File: config.mk
export PLATFORM = sky130hd
export DESIGN_NAME = dmem_lsu
export DESIGN_NICKNAME = d
export VERILOG_FILES = /design/src/rtl/dmem_lsu.sv
export SDC_FILE = /design/constraint.sdc
export NUM_CORES = 1
export LEC_CHECK = 0
export BUFFER_PORTS_ARGS = -buffer_cell sky130_fd_sc_hd__buf_2
export CAP_MARGIN = 20
export CORE_AREA = 2 2 463 465
export CTS_CLUSTER_DIAMETER = 50
export DETAILED_ROUTE_END_ITERATION = 10
export DIE_AREA = 0 0 465 467
export PLACE_DENSITY_LB_ADDON = 0.15
export SLEW_MARGIN = 0
export SYNTH_ARGS = -nofsm -noshare
export SYNTH_HDL_FRONTEND = slang
export SYNTH_SLANG_ARGS = --single-unit
File: constraint.sdc
create_clock -name clk -period 2.8 [get_ports clk]
set_input_delay 0.84 -clock clk [delete_from_list [all_inputs] [get_ports clk]]
set_output_delay 0.84 -clock clk [all_outputs]
set_load 0.05 [all_outputs]
File: src/rtl/dmem_lsu.sv
// Load/store initiator for the dual-port data memory: scalar/vector loads and stores
// plus a strided 16-lane gather, with valid/ready request and response channels.
module dmem_lsu #(
    parameter int unsigned LANES = 16,
    parameter int unsigned A_AW  = 18,
    parameter int unsigned B_AW  = 14
) (
    input  logic                  clk,
    input  logic                  rst,
    input  logic                  req_valid,
    output logic                  req_ready,
    input  logic [2:0]            req_op,
    input  logic [31:0]           req_addr,
    input  logic [15:0]           req_stride,
    input  logic [15:0]           req_wdata_a,
    input  logic [LANES*16-1:0]   req_wdata_b,
    output logic                  mem_w_enable,
    output logic                  mem_src_sel,
    output logic [31:0]           mem_addr,
    output logic [15:0]           mem_w_data_a,
    output logic [LANES*16-1:0]   mem_w_data_b,
    input  logic [15:0]           mem_q_a,
    input  logic [LANES*16-1:0]   mem_q_b,
    output logic                  rsp_valid,
    input  logic                  rsp_ready,
    output logic                  rsp_error,
    output logic [15:0]           rsp_data_a,
    output logic [LANES*16-1:0]   rsp_data_b
);

    localparam int unsigned DW = LANES * 16;
    localparam int unsigned LW = $clog2(LANES);

    localparam logic [2:0] OP_LD     = 3'b000;
    localparam logic [2:0] OP_ST     = 3'b001;
    localparam logic [2:0] OP_VLD    = 3'b010;
    localparam logic [2:0] OP_VST    = 3'b011;
    localparam logic [2:0] OP_GATHER = 3'b100;

    localparam logic [LW:0] LAST_ISSUE = (LW+1)'(LANES - 1);
    localparam logic [LW:0] LANE_END   = (LW+1)'(LANES);

    typedef enum logic [2:0] {S_IDLE, S_ISSUE, S_CAPTURE, S_GATHER, S_RESP} state_t;

    state_t        state, state_n;
    logic [2:0]    op_q, op_n;
    logic [15:0]   stride_q, stride_n;
    logic [31:0]   gaddr_q, gaddr_n;
    logic [LW:0]   lane_q, lane_n;
    logic          issue_err_q, issue_err_n;
    logic          cap_err_q, cap_err_n;
    logic [LW-1:0] cap_idx;

    logic            req_ready_n, mem_w_enable_n, mem_src_sel_n;
    logic [31:0]     mem_addr_n;
    logic [15:0]     mem_w_data_a_n, rsp_data_a_n;
    logic [DW-1:0]   mem_w_data_b_n, rsp_data_b_n;
    logic            rsp_valid_n, rsp_error_n;

    // Range/legality check for one memory access
    function automatic logic acc_err(input logic [2:0] op, input logic [31:0] addr);
        case (op)
            OP_LD, OP_ST, OP_GATHER: return |addr[31:A_AW];
            OP_VLD, OP_VST:          return |addr[31:B_AW];
            default:                 return 1'b1;
        endcase
    endfunction

    // Gather lane being captured this cycle is the one issued in the previous cycle
    assign cap_idx = LW'(lane_q - (LW+1)'(1));

    always_comb begin
        state_n        = state;
        op_n           = op_q;
        stride_n       = stride_q;
        gaddr_n        = gaddr_q;
        lane_n         = lane_q;
        issue_err_n    = 1'b0;
        cap_err_n      = issue_err_q;
        req_ready_n    = req_ready;
        mem_w_enable_n = 1'b0;
        mem_src_sel_n  = 1'b0;
        mem_addr_n     = '0;
        mem_w_data_a_n = '0;
        mem_w_data_b_n = '0;
        rsp_valid_n    = rsp_valid;
        rsp_error_n    = rsp_error;
        rsp_data_a_n   = rsp_data_a;
        rsp_data_b_n   = rsp_data_b;

        case (state)
            S_IDLE: begin
                req_ready_n = 1'b1;
                if (req_valid) begin
                    // Memory controls are registered here so they appear during ISSUE
                    op_n           = req_op;
                    stride_n       = req_stride;
                    gaddr_n        = req_addr + 32'(req_stride);
                    lane_n         = '0;
                    issue_err_n    = acc_err(req_op, req_addr);
                    req_ready_n    = 1'b0;
                    mem_addr_n     = req_addr;
                    mem_src_sel_n  = (req_op == OP_VLD) || (req_op == OP_VST);
                    mem_w_data_a_n = req_wdata_a;
                    mem_w_data_b_n = req_wdata_b;
                    mem_w_enable_n = ((req_op == OP_ST) || (req_op == OP_VST))
                                     && !acc_err(req_op, req_addr);
                    rsp_data_a_n   = '0;
                    rsp_data_b_n   = '0;
                    rsp_error_n    = 1'b0;
                    state_n        = S_ISSUE;
                end
            end
            S_ISSUE: begin
                case (op_q)
                    OP_LD, OP_VLD: state_n = S_CAPTURE;
                    OP_GATHER: begin
                        mem_addr_n  = gaddr_q;
                        issue_err_n = acc_err(OP_GATHER, gaddr_q);
                        gaddr_n     = gaddr_q + 32'(stride_q);
                        lane_n      = (LW+1)'(1);
                        state_n     = S_GATHER;
                    end
                    default: begin
                        rsp_valid_n = 1'b1;
                        rsp_error_n = issue_err_q;
                        state_n     = S_RESP;
                    end
                endcase
            end
            S_CAPTURE: begin
                if (op_q == OP_LD) rsp_data_a_n = cap_err_q ? 16'h0 : mem_q_a;
                else               rsp_data_b_n = cap_err_q ? '0 : mem_q_b;
                rsp_error_n = cap_err_q;
                rsp_valid_n = 1'b1;
                state_n     = S_RESP;
            end
            S_GATHER: begin
                rsp_data_b_n[16*cap_idx +: 16] = cap_err_q ? 16'h0 : mem_q_a;
                rsp_error_n = rsp_error | cap_err_q;
                if (lane_q == LANE_END) begin
                    rsp_valid_n = 1'b1;
                    state_n     = S_RESP;
                end else begin
                    lane_n = lane_q + (LW+1)'(1);
                    if (lane_q < LAST_ISSUE) begin
                        mem_addr_n  = gaddr_q;
                        issue_err_n = acc_err(OP_GATHER, gaddr_q);
                        gaddr_n     = gaddr_q + 32'(stride_q);
                    end
                end
            end
            S_RESP: begin
                if (rsp_ready) begin
                    rsp_valid_n = 1'b0;
                    req_ready_n = 1'b1;
                    state_n     = S_IDLE;
                end
            end
            default: state_n = S_IDLE;
        endcase
    end

    // State and registered outputs; reset drops any in-flight request
    always_ff @(posedge clk or negedge rst) begin
        if (!rst) begin
            state        <= S_IDLE;
            op_q         <= '0;
            stride_q     <= '0;
            gaddr_q      <= '0;
            lane_q       <= '0;
            issue_err_q  <= 1'b0;
            cap_err_q    <= 1'b0;
            req_ready    <= 1'b1;
            mem_w_enable <= 1'b0;
            mem_src_sel  <= 1'b0;
            mem_addr     <= '0;
            mem_w_data_a <= '0;
            mem_w_data_b <= '0;
            rsp_valid    <= 1'b0;
            rsp_error    <= 1'b0;
            rsp_data_a   <= '0;
            rsp_data_b   <= '0;
        end else begin
            state        <= state_n;
            op_q         <= op_n;
            stride_q     <= stride_n;
            gaddr_q      <= gaddr_n;
            lane_q       <= lane_n;
            issue_err_q  <= issue_err_n;
            cap_err_q    <= cap_err_n;
            req_ready    <= req_ready_n;
            mem_w_enable <= mem_w_enable_n;
            mem_src_sel  <= mem_src_sel_n;
            mem_addr     <= mem_addr_n;
            mem_w_data_a <= mem_w_data_a_n;
            mem_w_data_b <= mem_w_data_b_n;
            rsp_valid    <= rsp_valid_n;
            rsp_error    <= rsp_error_n;
            rsp_data_a   <= rsp_data_a_n;
            rsp_data_b   <= rsp_data_b_n;
        end
    end

endmodule

==> impl_results.md, run 1 <==
- Most frequent cells in the layout: 1178 x buf_2, 641 x dfrtp_1, 341 x nand2_1
- Die W: between 400 and 500 µm
- Antenna viol nets, final: 0
- GRT Total Usage: about 17%
- Slowest stage delay, CP: approximately 420 ps
- Primary FF master, synth: dfrtp_1
- WS Path Type: register to register
- Yosys warnings: 0
- Vias in the first global route: 29.2k
- Most Frequent Cell on Critical Path: buf_4
- Ports: between 1k and 1.5k
- Dpl ws: -536 ps
- PortBufs: roughly 1.2k
- Cell Pwr Density: approximately 1200 nW/µm²
- Slew Viols, Final: 0
- EDFF count, synth: 0
- Slew HR: 33.0%
- Area grow syn2layout: 57.4%
- Mapped Area: roughly 28000 µm²
- Hold Vio Cnt, Final: 0
- CP Launch Type: register
- GP Congestion: approximately 0.86
- Hold Crit Start: req_wdata_b[83]
- First-pass GRT wire length: roughly 260000 µm
- Initial drt markers: roughly 1.6k
- CTS tree: yes
- Num CTS Buffers: 120
- Largest net degree at the start of global routing: 84
- Final Critical Period: approximately 2700 ps
- DR vias: around 28k
- Netlist cell types: between 80 and 90
- Crit path required time: about 3500 ps
- Critical path arrival: 3350 ps
- Leakage: approximately 0.022 µW
- Vias per inst: around 4
- RSZ-0062 raised after global routing: no
- FF+latch count, synth: roughly 640
- CTS max path bufs: 3
- Crit end category: register
- FF-to-FF path depth: 12
- Die Y: 467 µm
- Placed Instances: around 6.7k
- Die footprint: 217000 µm²
- CTS Sinks: 642
- Initial antenna violation count: ~90
- R2r startpoint: lane_q[0]
- Overall routed net length: 188000 µm
- Status: finished, final reports clean
- Routed len/inst: ~27 µm
- Share of layout cells above drive strength 1: a little over two fifths
- Min-Delay Path Class: input pin to register
- DRC viols: 0
- Hold Worst Slack: between 200 and 300 ps
- Num rows: around 170
- Clock transition at path regs: roughly 60 ps
- Final period utilization: between 90% and 100%
- H-tree Lvls: 3
- Fin util: between 20% and 30%
- Synth Instances: 2620
- Total grt overflow: 0
- Setup Skew: 36.2 ps
- Peak VDD IR: ~530 µV
- Worst R2R End: rsp_data_b[206]
- Slew @ Worst Pin: 1000 ps
- Commonest non-fill, non-tap cell in the layout: buf_2
- Worst reg2reg setup slack: approximately 100 ps
- Worst-path fanout max: 7
- Synthesized area per cell: 10.6 µm²
- Post-Syn Nets: approximately 3.3k
- Worst-path cell chain: inv_2 -> ha_4 -> xor2_2 -> buf_4 -> nor3_1 -> buf_4 -> or2_4 -> buf_4 -> nor4_4 -> buf_6 -> a32oi_2 -> o21ai_1
- Clk_lat worst skew: roughly 760 ps
- Clk root buf: clkbuf_16
- Cells on Worst Hold Path: 2
- Finished Layout Cells: 6936
- DP HPWL: around 150000 µm
- Async SR Flop Fraction: between 90% and 100%
- Final WS setup: ~100 ps
- Maxcap violations: 0
- Initial core utilization: around an eighth
- Sequential fraction of the synthesis area: about three fifths
- Fmax: between 300 and 400 MHz
- Layout net count: 4634
- Drt pass-1 iters: 7
- Core Area: about 210000 µm²
- Slowest cell on crit path: nor4_4
- # setup viols final: 0
- Hold path endpoint: mem_w_data_b[83]
[worst max-delay path: cells and delay by family (launching register included)]
| family | cells | cell delay (ps) |
|---|---|---|
| AO/OA/AOI/OAI | 2 | 350 |
| XOR/XNOR | 1 | 160 |
| adder cells (fa/ha/maj) | 1 | 160 |
| buffers and inverters | 5 | 820 |
| flip-flops | 1 | 380 |
| AND/OR/NAND/NOR | 3 | 710 |
[repair_timing]
action | CTS | global route
hold buffers | 1 | 0
buffers inserted | 0 | 1
endpoints found under the setup margin | 55 | 122
resized for setup | 8 | 33
cloned | 0 | 2
pin swaps | 2 | 3
hold endpoints to repair | 19 | 0
[power by group]
part           internal, µW  switching (µW)  leakage (µW)  total [µW]
Combinational          6420           18000        0.0113       24400
Clock                  9410            5890       0.00204       15300
Sequential            11700            1450       0.00870       13200
[logic make-up (layout without fill, tap and decap cells)]
logic type               Yosys count  count (layout)  share of synthesized area (%)
AO/OA/AOI/OAI                    764             764                           18.8
multiplexers                       4               4                          0.145
other                              0              19                              0
adder cells (fa/ha/maj)           41              41                           1.91
flip-flops                       642             642                           58.0
XOR/XNOR                          36              36                           1.17
buffers and inverters            221            1696                           3.44
AND/OR/NAND/NOR                  912             913                           16.5
[cell usage after synthesis, drive strengths merged, types with 15 or more instances]
library cell | count | area [µm²]
a211oi | 15 | 125
o21ai | 251 | 1270
o2bb2ai | 64 | 561
nor2 | 124 | 470
a22o | 63 | 552
nand2 | 343 | 1290
a22oi | 157 | 1180
a32oi | 43 | 377
ha | 39 | 488
dfrtp | 641 | 16000
nand2b | 26 | 163
o211ai | 17 | 133
xor2 | 22 | 200
a21oi | 68 | 340
nand3 | 27 | 135
or2 | 20 | 125
buf | 48 | 304
inv | 17 | 63.8
a21o | 15 | 115
clkbuf | 156 | 586
and3 | 286 | 1790
[stage by stage]
| step | cell area [µm²] | setup TNS, ps | power, µW |
|---|---|---|---|
| floorplan | 27800 | -76.8 | 27400 |
| global placement | 39100 | -9650 | 38000 |
| detailed placement | 39100 | -9820 | 37900 |
| CTS | 43400 | 0 | 53600 |
| global route | 43500 | 0 | 55500 |
| finish | 43600 | 0 | 52900 |
[layout make-up]
type                    count  area [µm²]
fillers                 23655      168000
flip-flops and latches    642       16100
multi-input cells        1758       11000
repair buffers           1455        8680
well taps                2821        3530
clock buffers             143        3220
clock inverters            81         983
inverters                  17        63.8
diodes                     19        47.5
[state kept, by name (all words and copies together), names as in the netlist, 5 cells and up]
| name | flops |
|---|---|
| mem_w_data_b | 256 |
| rsp_data_b | 256 |
| gaddr_q | 32 |
| mem_addr | 32 |
| mem_w_data_a | 16 |
| rsp_data_a | 16 |
| stride_q | 16 |
| lane_q | 5 |
[worst max path at each step]
stage,startpoint,endpoint,cells after the start
floorplan,req_stride[6],gaddr_q[19],8
global placement,req_addr[1],gaddr_q[29],10
detailed placement,req_stride[1],gaddr_q[31],10
CTS,lane_q[0],rsp_data_b[33],10
global route,lane_q[0],rsp_data_b[206],12
finish,lane_q[0],rsp_data_b[206],12
[per-layer routing]
| layer | track usage, % | wire length (µm) | vias up |
|---|---|---|---|
| li1 | - | - | 12346 |
| met1 | 20.4 | 78100 | 13938 |
| met2 | 28.5 | 90800 | 1134 |
| met3 | 5.21 | 15000 | 312 |
| met4 | 3.94 | 4350 | 34 |
| met5 | 0 | 214 | - |
Power figures use the tool's default switching activity.
==> run 2, diff against run 1 <==
--- a/config.mk
+++ b/config.mk
@@ -5,12 +5,13 @@
 export SDC_FILE = /design/constraint.sdc
 export NUM_CORES = 1
 export LEC_CHECK = 0
+export ABC_AREA = 1
 export BUFFER_PORTS_ARGS = -buffer_cell sky130_fd_sc_hd__buf_2
 export CAP_MARGIN = 20
-export CORE_AREA = 2 2 463 465
+export CORE_AREA = 2 2 458 460
 export CTS_CLUSTER_DIAMETER = 50
 export DETAILED_ROUTE_END_ITERATION = 10
-export DIE_AREA = 0 0 465 467
+export DIE_AREA = 0 0 460 462
 export PLACE_DENSITY_LB_ADDON = 0.15
 export SLEW_MARGIN = 0
 export SYNTH_ARGS = -nofsm -noshare
==> run 2 against run 1 <==
Net effect:
- final area up 5.4%
- total power up 4.1%
- non-clock buffer count down 73
- largest power group unchanged
- register-to-register slack better by 40 ps
- routed wire length up 7.9%
- highest routed layer unchanged
- first-iteration DRC count up 44%
- via count up 18%
==> impl_results.md, run 2 <==
- Final WS setup: 148 ps (was 103 ps)
- # setup viols final: 0 (unchanged)
- Cell Pwr Density: 1200 nW/µm² (was 1210 nW/µm²)
- Met2 Use GR: 30.6% (was 28.5%)
- Total grt overflow: 0 (unchanged)
- Worst-path cell chain: inv_1 -> ha_1 -> nand4_1 -> nand2_2 -> nand3_1 -> a21oi_2 -> inv_2 -> nand2_4 -> nand2_2 -> nand2_4 -> buf_12 -> nand2_1 -> o21ai_1 (was inv_2 -> ha_4 -> xor2_2 -> buf_4 -> nor3_1 -> buf_4 -> or2_4 -> buf_4 -> nor4_4 -> buf_6 -> a32oi_2 -> o21ai_1)
- EDFF count, synth: 0 (unchanged)
- Slowest stage delay, CP: 370 ps (was 420 ps)
- Vias in the first global route: 33.1k (was 29.2k)
- Initial core utilization: 14.7% (was 13.1%)
- DP HPWL: 165000 µm (was 150000 µm)
- Post-Syn Nets: 4598 (was 3260)
- Share of layout cells above drive strength 1: 31.1% (was 42.7%)
- Ports: 1180 (unchanged)
- Most instantiated cells after synthesis: 1612 x nand2_1, 641 x dfrtp_1, 430 x nor2_1 (was 641 x dfrtp_1, 342 x nand2_1, 286 x and3_1)
- Drt pass-1 iters: 5 (was 7)
- Area contributors post-synth: dfrtp_1 53%, nand2_1 20%, nor2_1 5.3% (was dfrtp_1 58%, and3_1 6.5%, nand2_1 4.6%)
- Clock transition at path regs: 60 ps (about the same)
- Sequential fraction of the synthesis area: 52.6% (was 58.0%)
- Slowest cell on crit path: dfrtp_1 (was nor4_4)
- CTS max path bufs: 3 (unchanged)
- Crit path required time: 3470 ps (was 3450 ps)
- Maxcap violations: 0 (unchanged)
- Clock power frac: 31.0% (was 28.9%)
- Sequential power share: 23.3% (was 24.9%)
- Async SR Flop Fraction: 100% (unchanged)
- Largest regs: mem_w_data_b (256), rsp_data_b (256) (unchanged)
- Grt met1 use: 22.7% (was 20.4%)
- Leakage: 0.0245 µW (was 0.0220 µW)
- DRC viols: 0 (unchanged)
- Final Critical Period: 2650 ps (was 2700 ps)
- Initial drt markers: 2349 (was 1636)
- Worst-path fanout max: 28 (was 7)
- GRT Total Usage: 18.5% (was 16.7%)
- Setup Skew: 40.6 ps (was 36.2 ps)
- Total power: 55000 µW (was 52900 µW)
- WS Path Type: register to register (unchanged)
- Clk_lat worst skew: 790 ps (was 760 ps)
- Largest net degree at the start of global routing: 107 (was 84)
- Slew @ Worst Pin: 863 ps (was 1000 ps)
- DR vias: 32.7k (was 27.8k)
- Slew HR: 42.4% (was 33.0%)
- Commonest non-fill, non-tap cell in the layout: nand2_1 (was buf_2)
- Synthesized area per cell: 7.72 µm² (was 10.6 µm²)
- Peak VDD IR: 640 µV (was 531 µV)
- Met3 Use GR: 5.83% (was 5.21%)
- Net switching power: 26900 µW (was 25300 µW)
- Yosys warnings: 0 (unchanged)
- Layout net count: 5916 (was 4634)
- Primary FF master, synth: dfrtp_1 (unchanged)
- WP buf/inv: 3 (was 5)
- Hold Vio Cnt, Final: 0 (unchanged)
- H-tree Lvls: 4 (was 3)
- PortBufs: 1179 (unchanged)
- Antenna viol nets, final: 0 (unchanged)
- Most common cell in the netlist: nand2_1 (was dfrtp_1)
- Mapped Area: 30500 µm² (was 27700 µm²)
- Initial antenna violation count: 88 (was 92)
- Synth Instances: 3958 (was 2620)
- Netlist cell types: 50 (was 82)
- CP Launch Type: register (unchanged)
- Final period utilization: 94.7% (was 96.3%)
- FF+latch count, synth: 642 (unchanged)
- RSZ-0062 raised after global routing: no (unchanged)
- Clk root buf: clkbuf_16 (unchanged)
- Core Area: 208000 µm² (was 212000 µm²)
- Min-Delay Path Class: input pin to register (unchanged)
- Delay-heaviest family, CP: simple AND/OR/NAND/NOR gates (was buffers and inverters)
- Most frequent cells in the layout: 1608 x nand2_1, 1177 x buf_2, 641 x dfrtp_1 (was 1178 x buf_2, 641 x dfrtp_1, 341 x nand2_1)
- Num rows: 168 (was 169)
- Switching share of power: 48.9% (was 47.9%)
- Dpl ws: -115 ps (was -536 ps)
- Die Y: 462 µm (was 467 µm)
- Fmax: 377 MHz (was 371 MHz)
- Gate power share: 45.8% (was 46.2%)
- Cell taking the most area after synthesis: dfrtp_1 (unchanged)
- Slew Viols, Final: 0 (unchanged)
- First-pass GRT wire length: 275000 µm (was 255000 µm)
- Global route hottest layer: met2 (unchanged)
- Area share of the largest cell type after synthesis: 52.5% (was 57.9%)
- Critical path arrival: 3320 ps (was 3350 ps)
- CTS tree: yes (unchanged)
- Die footprint: 213000 µm² (was 217000 µm²)
- Die W: 460 µm (was 465 µm)
- P_int: 28200 µW (was 27600 µW)
- Status: finished, final reports clean (unchanged)
- Num CTS Buffers: 130 (was 120)
- GP Congestion: 0.868 (was 0.859)
- Overall routed net length: 203000 µm (was 188000 µm)
- CTS Sinks: 642 (unchanged)
- Routed len/inst: 25.0 µm (was 27.2 µm)
- Crit end category: register (unchanged)
- Area grow syn2layout: 50.4% (was 57.4%)
- # fillers: 23.6k (was 23.7k)
- Vias per inst: 4.02 (was 4.00)
==> run 2: per-layer routing <==
metal  up-vias  share of wire, %
li1      15202                 -
met1     15766                41
met2      1345                47
met3       328               8.2
met4        62               3.1
met5         -              0.18
==> run 2: through the flow <==
step / area, µm² / setup TNS, ps / instances / util [%] / hold WS [ps]
floorplan: 30500 / 0 / 3958 / - / 354
global placement: 41000 / -1110 / 7861 / 19.7 / 447
detailed placement: 41000 / -831 / 7861 / 19.7 / 444
CTS: 45800 / 0 / 8102 / 22.0 / 172
global route: 45900 / 0 / 8112 / 22.1 / 216
finish: 45900 / 0 / 8126 / 22.1 / 269
==> run 2: final timing paths <==
kind,end,from,slack (ps),depth (start not counted)
max,gaddr_q[13],lane_q[1],150,13
min,mem_w_data_b[239],req_wdata_b[239],270,3
max reg2reg,gaddr_q[13],lane_q[1],150,13
min reg2reg,cap_err_q,cap_err_n,460,0
max in group asynchronous,rsp_data_b[114],rst,1310,3
min in group asynchronous,lane_q[0],rst,560,2
==> run 2: tightest hold or removal path: cells and delay by family <==
kind	cells	cell delay [ps]
buffers and inverters	1	90
AND/OR/NAND/NOR	2	90
==> run 2: power groups by stage <==
| stage | clock network, µW | logic [µW] | registers (µW) |
|---|---|---|---|
| floorplan | 0 | 8950 | 18900 |
| global placement | 0 | 25500 | 13000 |
| detailed placement | 0 | 25400 | 12900 |
| CTS | 17500 | 25500 | 12800 |
| global route | 17900 | 27000 | 13100 |
| finish | 17000 | 25200 | 12800 |
==> run 2: layout make-up <==
cell class	instances	area, µm²	area share [%]
diodes	22	55.1	0.120
clock buffers	165	3630	7.90
clock inverters	75	1100	2.39
inverters	270	1020	2.23
multi-input cells	2850	12700	27.6
flip-flops and latches	642	16100	35.0
well taps	2720	3400	7.41
repair buffers	1382	7970	17.3
==> run 2: cells by family (layout without fill, tap and decap cells) <==
logic type	after synthesis	count (layout)	share of synthesized area (%)
flops	642	642	52.6
compound gates	502	502	9.39
buf+inv	466	1892	6.21
simple gates	2302	2302	29.9
xor+xnor	5	5	0.143
fa+ha+maj	41	41	1.73
other cells	0	22	0
==> run 2: what timing repair did <==
item / in CTS / in global routing
endpoints found under the hold margin: 10 / 0
setup buffers: 0 / 2
pin swaps: 0 / 3
resized for setup: 6 / 18
setup endpoints to repair: 47 / 239
hold buffers: 1 / 0
